[config.mk]
export PLATFORM = sky130hd
export DESIGN_NAME = mov_sequencer
export DESIGN_NICKNAME = d
export VERILOG_FILES = /design/src/rtl/mov_sequencer.sv
export SDC_FILE = /design/constraint.sdc
export NUM_CORES = 1
export LEC_CHECK = 0
export CELL_PAD_IN_SITES_DETAIL_PLACEMENT = 2
export CELL_PAD_IN_SITES_GLOBAL_PLACEMENT = 2
export CORE_MARGIN = 2
export CORE_UTILIZATION = 26
export CTS_BUF_LIST = sky130_fd_sc_hd__clkbuf_8
export DETAILED_ROUTE_END_ITERATION = 16
export PLACE_DENSITY_LB_ADDON = 0.1
export SLEW_MARGIN = 5
export SYNTH_ARGS = -nofsm -noshare
export SYNTH_HDL_FRONTEND = slang
export SYNTH_SLANG_ARGS = --single-unit
[constraint.sdc]
create_clock -name clk -period 1.37 [get_ports clk]
set_input_delay 0.2055 -clock clk [delete_from_list [all_inputs] [get_ports clk]]
set_output_delay 0.2055 -clock clk [all_outputs]
set_load 0.01 [all_outputs]
[src/rtl/mov_sequencer.sv]
// mov_sequencer: turns a 64-bit constant into an ordered MOVZ/MOVK step
// sequence, one 16-bit halfword per step, lowest halfword first.
// One constant is in flight at a time; both sides use valid/ready.
module mov_sequencer #(
  parameter bit SKIP_ZERO = 1'b1
) (
  input  logic        clk,
  input  logic        reset_n,
  input  logic        in_valid,
  output logic        in_ready,
  input  logic [63:0] in_value,
  output logic        out_valid,
  input  logic        out_ready,
  output logic [15:0] out_imm,
  output logic [1:0]  out_shift,
  output logic        out_keep,
  output logic        out_last,
  output logic [2:0]  step_count
);

  typedef enum logic {
    IDLE = 1'b0,
    EMIT = 1'b1
  } state_t;

  state_t      state_reg, state_next;
  logic [63:0] value_reg;
  logic [3:0]  mask_reg;
  logic [2:0]  count_reg;

  logic [3:0]  raw_mask;
  logic [3:0]  cap_mask;
  logic [1:0]  idx;
  logic        last_step;
  logic        accept_in;
  logic        accept_out;

  // One mask bit per halfword: set when that halfword needs a step.
  for (genvar gi = 0; gi < 4; gi++) begin : g_mask
    assign raw_mask[gi] = SKIP_ZERO ? (|in_value[16*gi +: 16]) : 1'b1;
  end

  // A zero constant still needs a single MOVZ #0 to clear the register.
  assign cap_mask = (raw_mask == 4'b0000) ? 4'b0001 : raw_mask;

  // Current step is the lowest pending halfword.
  always_comb begin
    idx = 2'd0;
    if (mask_reg[0])      idx = 2'd0;
    else if (mask_reg[1]) idx = 2'd1;
    else if (mask_reg[2]) idx = 2'd2;
    else if (mask_reg[3]) idx = 2'd3;
  end

  assign last_step  = (mask_reg != 4'b0000) && ((mask_reg & (mask_reg - 4'd1)) == 4'b0000);
  assign accept_in  = in_valid && in_ready;
  assign accept_out = out_valid && out_ready;

  // State register.
  always_ff @(posedge clk or negedge reset_n) begin
    if (!reset_n) state_reg <= IDLE;
    else          state_reg <= state_next;
  end

  // Next-state and handshake outputs.
  always_comb begin
    state_next = state_reg;
    in_ready   = 1'b0;
    out_valid  = 1'b0;
    case (state_reg)
      IDLE: begin
        in_ready = 1'b1;
        if (in_valid) state_next = EMIT;
      end
      EMIT: begin
        out_valid = 1'b1;
        if (out_ready && last_step) state_next = IDLE;
      end
      default: state_next = IDLE;
    endcase
  end

  // Capture the constant, then retire one mask bit per accepted step.
  always_ff @(posedge clk or negedge reset_n) begin
    if (!reset_n) begin
      value_reg <= 64'd0;
      mask_reg  <= 4'd0;
      count_reg <= 3'd0;
    end else if (accept_in) begin
      value_reg <= in_value;
      mask_reg  <= cap_mask;
      count_reg <= 3'd0;
    end else if (accept_out) begin
      mask_reg  <= mask_reg & ~(4'b0001 << idx);
      count_reg <= count_reg + 3'd1;
    end
  end

  // Step fields are derived from held registers, so they stay stable
  // under backpressure and read as zero while idle.
  assign out_imm    = out_valid ? value_reg[{idx, 4'b0000} +: 16] : 16'd0;
  assign out_shift  = out_valid ? idx : 2'd0;
  assign out_keep   = out_valid && (count_reg != 3'd0);
  assign out_last   = out_valid && last_step;
  assign step_count = count_reg;

endmodule

Word level (Yosys, flattened, before mapping)

Cells that the tools add are included.

Input bits: 68
Output and inout bits: 25
Register bits after elaboration: 72
Word-level logic and storage cells: 43

Shift operators: 2
Mux-type cells: 16
Add/subtract/negate cells: 2
Bitwise logic cells: 4
Reduce and logical (&&, ||, !) cells: 15

Operators with widths:

| operator            | number |
|---|---|
| $reduce_or 16->1    | 4 |
| $shiftx 64x7->16    | 1 |
| $mux 16             | 1 |
| $mux 4              | 3 |
| $mux 2              | 5 |
| $and 4x4->4         | 2 |
| $logic_not 4->1     | 2 |
| $logic_and 1x1->1   | 6 |
| $mux 3              | 2 |
| $mux 1              | 4 |
| $not 4->4           | 1 |
| $reduce_bool 4->1   | 1 |
| $shl 1x2->4 const A | 1 |
| $sub 4x1->4 const B | 1 |
| $add 3x1->3 const B | 1 |
| $reduce_bool 3->1   | 1 |
| $pmux 1 s2          | 1 |
| $reduce_bool 2->1   | 1 |
| $not 1->1           | 1 |

Logic depth before layout (Yosys ltp)

Gate-level depths: netlist (run 1).

Depth in word-level cells: 9
Depth in mapped cells: 7

Worst setup path after synthesis (run 1)

Ideal clock, no wire load.

Path kind: reg-to-output
Start: register mask_reg[0]
End: output port out_imm[10]
Arrival time: 1383 ps
Setup slack: -219 ps
Stages on the path, launching flop included: 6
Path through: dfrtp_1 buf_6 nor4b_4 buf_6 a22oi_1 o22ai_1

Word-level cells in the longest chain between the ends: 3

Ends and longest elaborated chain:

| item                     | RTL line | source |
|---|---|---|
| start: declaration       | 28       | `logic [3:0] mask_reg;` |
| start signal: assignment | 91       | `mask_reg <= cap_mask;` |
| start signal: assignment | 94       | `mask_reg <= mask_reg & ~(4'b0001 << idx);` |
| $mux 2                   | 49       | `if (mask_reg[0]) idx = 2'd0;` |
| $shiftx 64x7->16         | 101      | `assign out_imm = out_valid ? value_reg[{idx, 4'b0000} +: 16] : 16'd0;` |
| $mux 16                  | 101      |  |
| end: declaration         | 14       | `output logic [15:0] out_imm,` |

No other way between the ends.

Worst setup path after layout (run 1)

Start: register mask_reg[3]
End: output port out_imm[1]

Word-level cells in the longest chain between the ends: 6

Ends and longest elaborated chain:

| item             | RTL line | source |
|---|---|---|
| $mux 2           | 52       | `else if (mask_reg[3]) idx = 2'd3;` |
| $mux 2           | 51       | `else if (mask_reg[2]) idx = 2'd2;` |
| $mux 2           | 50       | `else if (mask_reg[1]) idx = 2'd1;` |
| $mux 2           | 49       |  |
| $shiftx 64x7->16 | 101      |  |
| $mux 16          | 101      |  |

No other way between the ends.

==> results.md, run 1 <==
* First-pass GRT wire length at ~29000 µm
* Die height at ~120 µm
* Max Cap Viol at 0
* CTS tree: done
* Mux contribution to synthesized area at 0.0463
* Req. time, crit path at ~1200 ps
* Clock Skew at about 24 ps
* Fin crit share at 1.75
* IO Count at 93
* Crit-path max cell delay at about 450 ps
* Crit path capture type: output port
* Vias at 4302
* Mapped Nets at between 400 and 500
* Max Clock Freq at 418 MHz
* Largest family of logic cells by synthesized area: simple AND/OR/NAND/NOR gates
* Wire per inst at between 30 and 40 µm
* Core Area at ~0.013 mm²
* FF+latch count, synth at between 70 and 80
* Synth top cells by count: 199 x nand2_1, 72 x dfrtp_1, 16 x a22oi_1, 16 x mux2i_1, 16 x o22ai_1
* # nets final at 702
* Sequential element share of the synthesized area at 0.521
* VDD IR max at 1.27 mV
* Initial DRC count at between 200 and 250
* Ys async rst share at 1.00
* Number of global-route vias before repair at 4693
* Failing checks: setup timing
* Syn Inst Count at around 400
* Clk buf depth at 2
* Initial antenna violation count at 1
* CP Launch Type: flop
* Crit Path Max Fanout at 8
* Row count at 42
* Largest net degree at the start of global routing at 33
* N_diodes at 0
* Final setup vio count at 94
* Post-Synth Simple-Gate Area at 0.274
* Static Leak at between 3 and 4 nW
* Worst Tran Pin Value at between 600 and 700 ps
* Die width at between 100 and 150 µm
* Main synth FF type: dfrtp_1
* Hold/Removal Path Class: in2async
* GRT Residual Overflow at 0
* Final min period at between 2000 and 2500 ps
* Buffers on Ports at roughly 90
* Hold WS at approximately 310 ps
* Final antenna-violating net count at 0
* Most frequent cell after synthesis: nand2_1
* Register area at roughly 0.0018 mm²
* Post-synth EDFFs at 0
* Share of cells above drive strength 1 at 0.674
* Crit path DAT at between 2000 and 2500 ps
* Hold Fails Final Rpt at 0
* Place WS at -739 ps
* P per Cell Area at 2400 mW/mm²
* CP Cell Sequence: nor2b_4, o21bai_4, buf_12, buf_16, mux2i_1, buf_4, o22ai_4, buf_2
* Post-Synth Adder-Cell Area at 0.00724
* Placed instance area at about 0.0053 mm²
* Largest register FFs at 64
* PnR worst setup slack at -1020 ps
* Pre-antenna DRT Iters at 4
* Synth Area in Compound Gates at 0.0996
* Die Footprint at between 0.01 and 0.015 mm²
* Area of the multi-input gates at between 0.002 and 0.003 mm²
* Reg clk slew, reported paths at ~100 ps
* Synth warn at 0
* Top cell type's share of synthesized area at 0.521
* Setup TNS at -36260 ps
* Syn_area_per_cell at approximately 8.6 µm²
* CTS Buf Count at 9
* All-Layer GR Usage at 0.283
* Relative slew margins at 0.580
* Yosys cell types at 36
* H-tree Lvls at 3
* Clock tree sinks at 72
* Routability cong. at roughly 0.77
* Post-synth top area cell: dfrtp_1
* CTS Root Cell: clkbuf_8
* DRC at 0
* Status: complete, but fails checks
* Worst skew pair latency at 390 ps
* Slew Viols, Final at 0
* Initial Util at 0.264
* Detailed Place HPWL at 10500 µm
* Max stage delay cell, worst path: dfrtp_1
* Reg2reg path depth at 9
* Via-to-Cell Ratio at between 5 and 6
* RSZ-0062 raised after global routing: yes
* WS Path Type: reg2out
* Design area at 0.00767 mm²
* XOR/XNOR Fraction of Synth Area at 0.00507
* Syn Std Cell Area at 0.00346 mm²
* Largest cells by area after synthesis: dfrtp_1 52%, nand2_1 22%, mux2i_1 4.6%
* Fillers at between 1000 and 1500
* Total wire length at 25800 µm
* Layout Area Growth over Synthesis at 122%
per-stage QoR:
step	power, mW	util	std cells
3_3_place_gp	10.4	0.408	733
6_report	18.4	0.586	811
3_5_place_dp	10.7	0.408	733
4_1_cts	14.6	0.507	793
2_1_floorplan	7.30	-	403
5_1_grt	18.9	0.586	811
worst max-delay path: cells and delay by family (launching register included):
| family | cells | cell delay [ps] |
|---|---|---|
| AOI/OAI and AO/OA | 2 | 250 |
| buffers and inverters | 4 | 620 |
| DFF | 1 | 450 |
| muxes | 1 | 320 |
| and+or+nand+nor | 1 | 160 |
power by group:
part	internal, mW	switching, mW	total, mW
logic	6.07	6.13	12.2
clock network	0.668	0.948	1.62
registers	3.11	1.48	4.59
cell type report:
class,count,share of cell area
Clock inverter,4,0.00212
Sequential cell,72,0.235
Multi-Input combinational cell,301,0.362
Timing Repair Buffer,244,0.352
Tap cell,176,0.0287
Clock buffer,10,0.0179
Inverter,4,0.00228
routing by layer:
layer | vias up | global-route usage | wire (µm)
met5 | - | 0 | 13
met4 | 2 | 0.0816 | 1190
met3 | 77 | 0.0474 | 1110
met2 | 188 | 0.533 | 13600
met1 | 2220 | 0.327 | 9870
li1 | 1815 | - | -
path summary, 6_finish.rpt:
path                                from             to  slack (ps)
setup reg to reg               state_reg    mask_reg[0]        -390
hold reg to reg            value_reg[28]  value_reg[28]         530
max in group asynchronous        reset_n    mask_reg[1]         500
setup / recovery             mask_reg[3]     out_imm[1]       -1020
hold / removal                   reset_n  value_reg[51]         310
min in group clk            in_value[62]  value_reg[62]         340
placed cells by master (no fill, tap or decap), types with 6 or more instances in the layout:
cell,count
a22oi_2,13
buf_12,27
buf_16,10
buf_2,18
buf_4,82
buf_6,27
clkbuf_8,10
clkdlybuf4s50_1,65
dfrtp_1,68
inv_1,6
mux2i_1,9
mux2i_4,7
nand2_1,27
nand2_2,101
nand2_4,69
nor4_1,10
o22ai_2,15
cells by family after synthesis:
logic type,count (synthesis)
flops,72
simple gates,231
fa+ha+maj,2
mux,16
buf+inv,30
compound gates,50
xor+xnor,2
timing repair:
action,4_1_cts,5_1_grt
gates cloned,13,5
pin swaps,62,107
buffers inserted,32,22
endpoints found under the setup margin,81,95
endpoints found under the hold margin,13,0
hold buffers,1,0
gates resized for setup,240,253
(Power assumes the default switching activity.)
==> inputs of run 2 (changes only) <==
--- a/config.mk
+++ b/config.mk
@@ -11,7 +11,7 @@
 export CORE_UTILIZATION = 26
 export CTS_BUF_LIST = sky130_fd_sc_hd__clkbuf_8
 export DETAILED_ROUTE_END_ITERATION = 16
-export PLACE_DENSITY_LB_ADDON = 0.1
+export PLACE_DENSITY = 0.83
 export SLEW_MARGIN = 5
 export SYNTH_ARGS = -nofsm -noshare
 export SYNTH_HDL_FRONTEND = slang
==> run 2 against run 1 <==
Against the previous run: the run still ends with setup timing left; worst hold slack improved by 64 ps; sequential share of layout area grew 0.25 points; sequential power up 4.6%; first-iteration DRC count fell by 3.1%; critical endpoint is now out_imm[4]; routed wire length is 2.5% higher; highest routed layer is now met4; largest power group unchanged; setup slack better by 170 ps.
==> results.md, run 2 (synthesis gave the netlist of run 1 again) <==
* Status: complete, but fails checks
* Failing checks: setup timing
* IO Count at 93
* Worst skew pair latency at roughly 410 ps
* CP Cell Sequence: nor2b_4, o21bai_4, buf_12, mux2i_1, o22ai_2, buf_2
* WS Path Type: reg2out
* Vias at approximately 4300
* Initial antenna violation count at 0
* Buffers on Ports at slightly above 90
* First-pass GRT wire length at 32100 µm
* Hold/Removal Path Class: in2async
* CTS Buf Count at 9
* All-Layer GR Usage at 0.313
* # nets final at about 690
* Crit path DAT at just over 2000 ps
* Pre-antenna DRT Iters at 4
* Layout Area Growth over Synthesis at 120%
* Max Cap Viol at 0
* Number of global-route vias before repair at slightly below 5000
* R2r startpoint: state_reg
* Worst Tran Pin Value at 582 ps
* Final antenna-violating net count at 0
* Setup TNS at -30720 ps
* Most frequent cells in the layout: 99 x nand2_2, 84 x nand2_4, 81 x buf_4, 68 x dfrtp_1, 66 x clkdlybuf4s50_1
* Req. time, crit path at 1160 ps
* Die height at approximately 120 µm
* Crit path capture type: output port
* Share of cells above drive strength 1 at 0.710
* DRC at 0
* Largest net degree at the start of global routing at 73
* CP Launch Type: flop
* Via-to-Cell Ratio at roughly 5.4
* Routability cong. at 0.792
* Initial Util at 0.264
* GRT Residual Overflow at 0
* R2r endpoint: mask_reg[0]
* Hold Fails Final Rpt at 0
* Largest register FFs at between 60 and 70
* Reg2reg path depth at 8
* Max Clock Freq at around 450 MHz
* Clock Skew at around 25 ps
* H-tree Lvls at 3
* Place WS at -748 ps
* Initial DRC count at about 220
* Row count at 42
* Total wire length at ~26000 µm
* Clk buf depth at 2
* Crit-path max cell delay at ~430 ps
* CTS tree: done
* Clock tree sinks at between 70 and 80
* Final min period at ~2200 ps
* CTS Root Cell: clkbuf_8
* Max stage delay cell, worst path: dfrtp_1
* Crit path max-delay family: flip-flops
* RSZ-0062 raised after global routing: yes
* Most common cell after layout, fill and taps aside: nand2_2
* Wire per inst at roughly 33 µm
* Register-to-Register Setup Slack at -350 ps
* N_diodes at 0
* Relative slew margins at 0.609
* Die width at between 100 and 150 µm
* Placed instance area at 0.00533 mm²
* Cell Count, Final, Fillers Out at between 700 and 800
* Crit Path Max Fanout at 8
* Static Leak at around 3.5 nW
* PnR worst setup slack at -855 ps
* Reg clk slew, reported paths at about 100 ps
* Slew Viols, Final at 0
* Dpl cells at 734
* Fin crit share at 1.62
* Detailed Place HPWL at around 11000 µm
* P per Cell Area at between 2000 and 2500 mW/mm²
* Design area at 0.00759 mm²
* Core Area at between 0.01 and 0.015 mm²
* Final setup vio count at 94
* Design Power at 18.6 mW
* VDD IR max at approximately 1.3 mV
* CP bufs+invs at 2
* Die Footprint at approximately 0.014 mm²
* Fillers at around 1200
==> run 2: cell count changes in the layout (fill, tap and decap cells not counted), moves of 4 or more <==
cell	change
nand2_1	-15
mux2i_4	+6
buf_16	-4
mux2i_1	-8
nand2_4	+15
buf_12	-10
==> run 2: worst reg2reg max path, delay by kind of cell, from the launching register on <==
family          cells  cell delay [ps]
flops               1              410
buf+inv             5              690
simple gates        1               80
compound gates      2              410
==> run 2: report_power, final <==
| part | total [mW] | switching [mW] | internal [mW] |
|---|---|---|---|
| logic | 12.2 | 6.22 | 5.93 |
| registers | 4.80 | 1.69 | 3.11 |
| clock network | 1.62 | 0.954 | 0.667 |
| total | 18.6 | 8.86 | 9.71 |
==> run 2: worst max path at each step <==
| stage | start | end | slack [ps] | cells past startpoint |
|---|---|---|---|---|
| floorplan | mask_reg[1] | out_imm[10] | -180 | 5 |
| global placement | mask_reg[1] | out_last | -640 | 5 |
| detailed placement | in_value[63] | mask_reg[0] | -750 | 7 |
| CTS | mask_reg[3] | out_imm[0] | -750 | 7 |
| global route | mask_reg[3] | out_imm[4] | -900 | 6 |
| finish | mask_reg[3] | out_imm[4] | -850 | 6 |
==> run 2: routing by layer <==
layer / wire length [µm] / global-route usage
met5: 0 / 0
met4: 1570 / 0.143
met3: 1230 / 0.0575
met1: 10000 / 0.354
met2: 13600 / 0.568
==> run 2: layout make-up <==
type | count | area [µm²] | share of cell area
clock buffer | 10 | 138 | 0.0181
clock inverter | 4 | 16.3 | 0.00214
inverter | 4 | 27.5 | 0.00363
multi-input combinational | 301 | 2970 | 0.391
sequential | 72 | 1810 | 0.238
tap | 176 | 220 | 0.0290
timing repair buffer | 230 | 2410 | 0.318
==> run 2: stage by stage <==
stage          utilization  hold slack, ps
6_report             0.580             377
5_1_grt              0.580             430
4_1_cts              0.514             400
3_5_place_dp         0.407             274
3_3_place_gp         0.407             268
2_1_floorplan            -           -90.1
==> run 2: timing repair <==
item / 4_1_cts / 5_1_grt
resized for setup: 306 / 223
hold buffers: 1 / 0
buffers inserted: 27 / 17
endpoints found under the setup margin: 95 / 97
cloned: 11 / 7
hold endpoints to repair: 72 / 0
pin swaps: 103 / 98
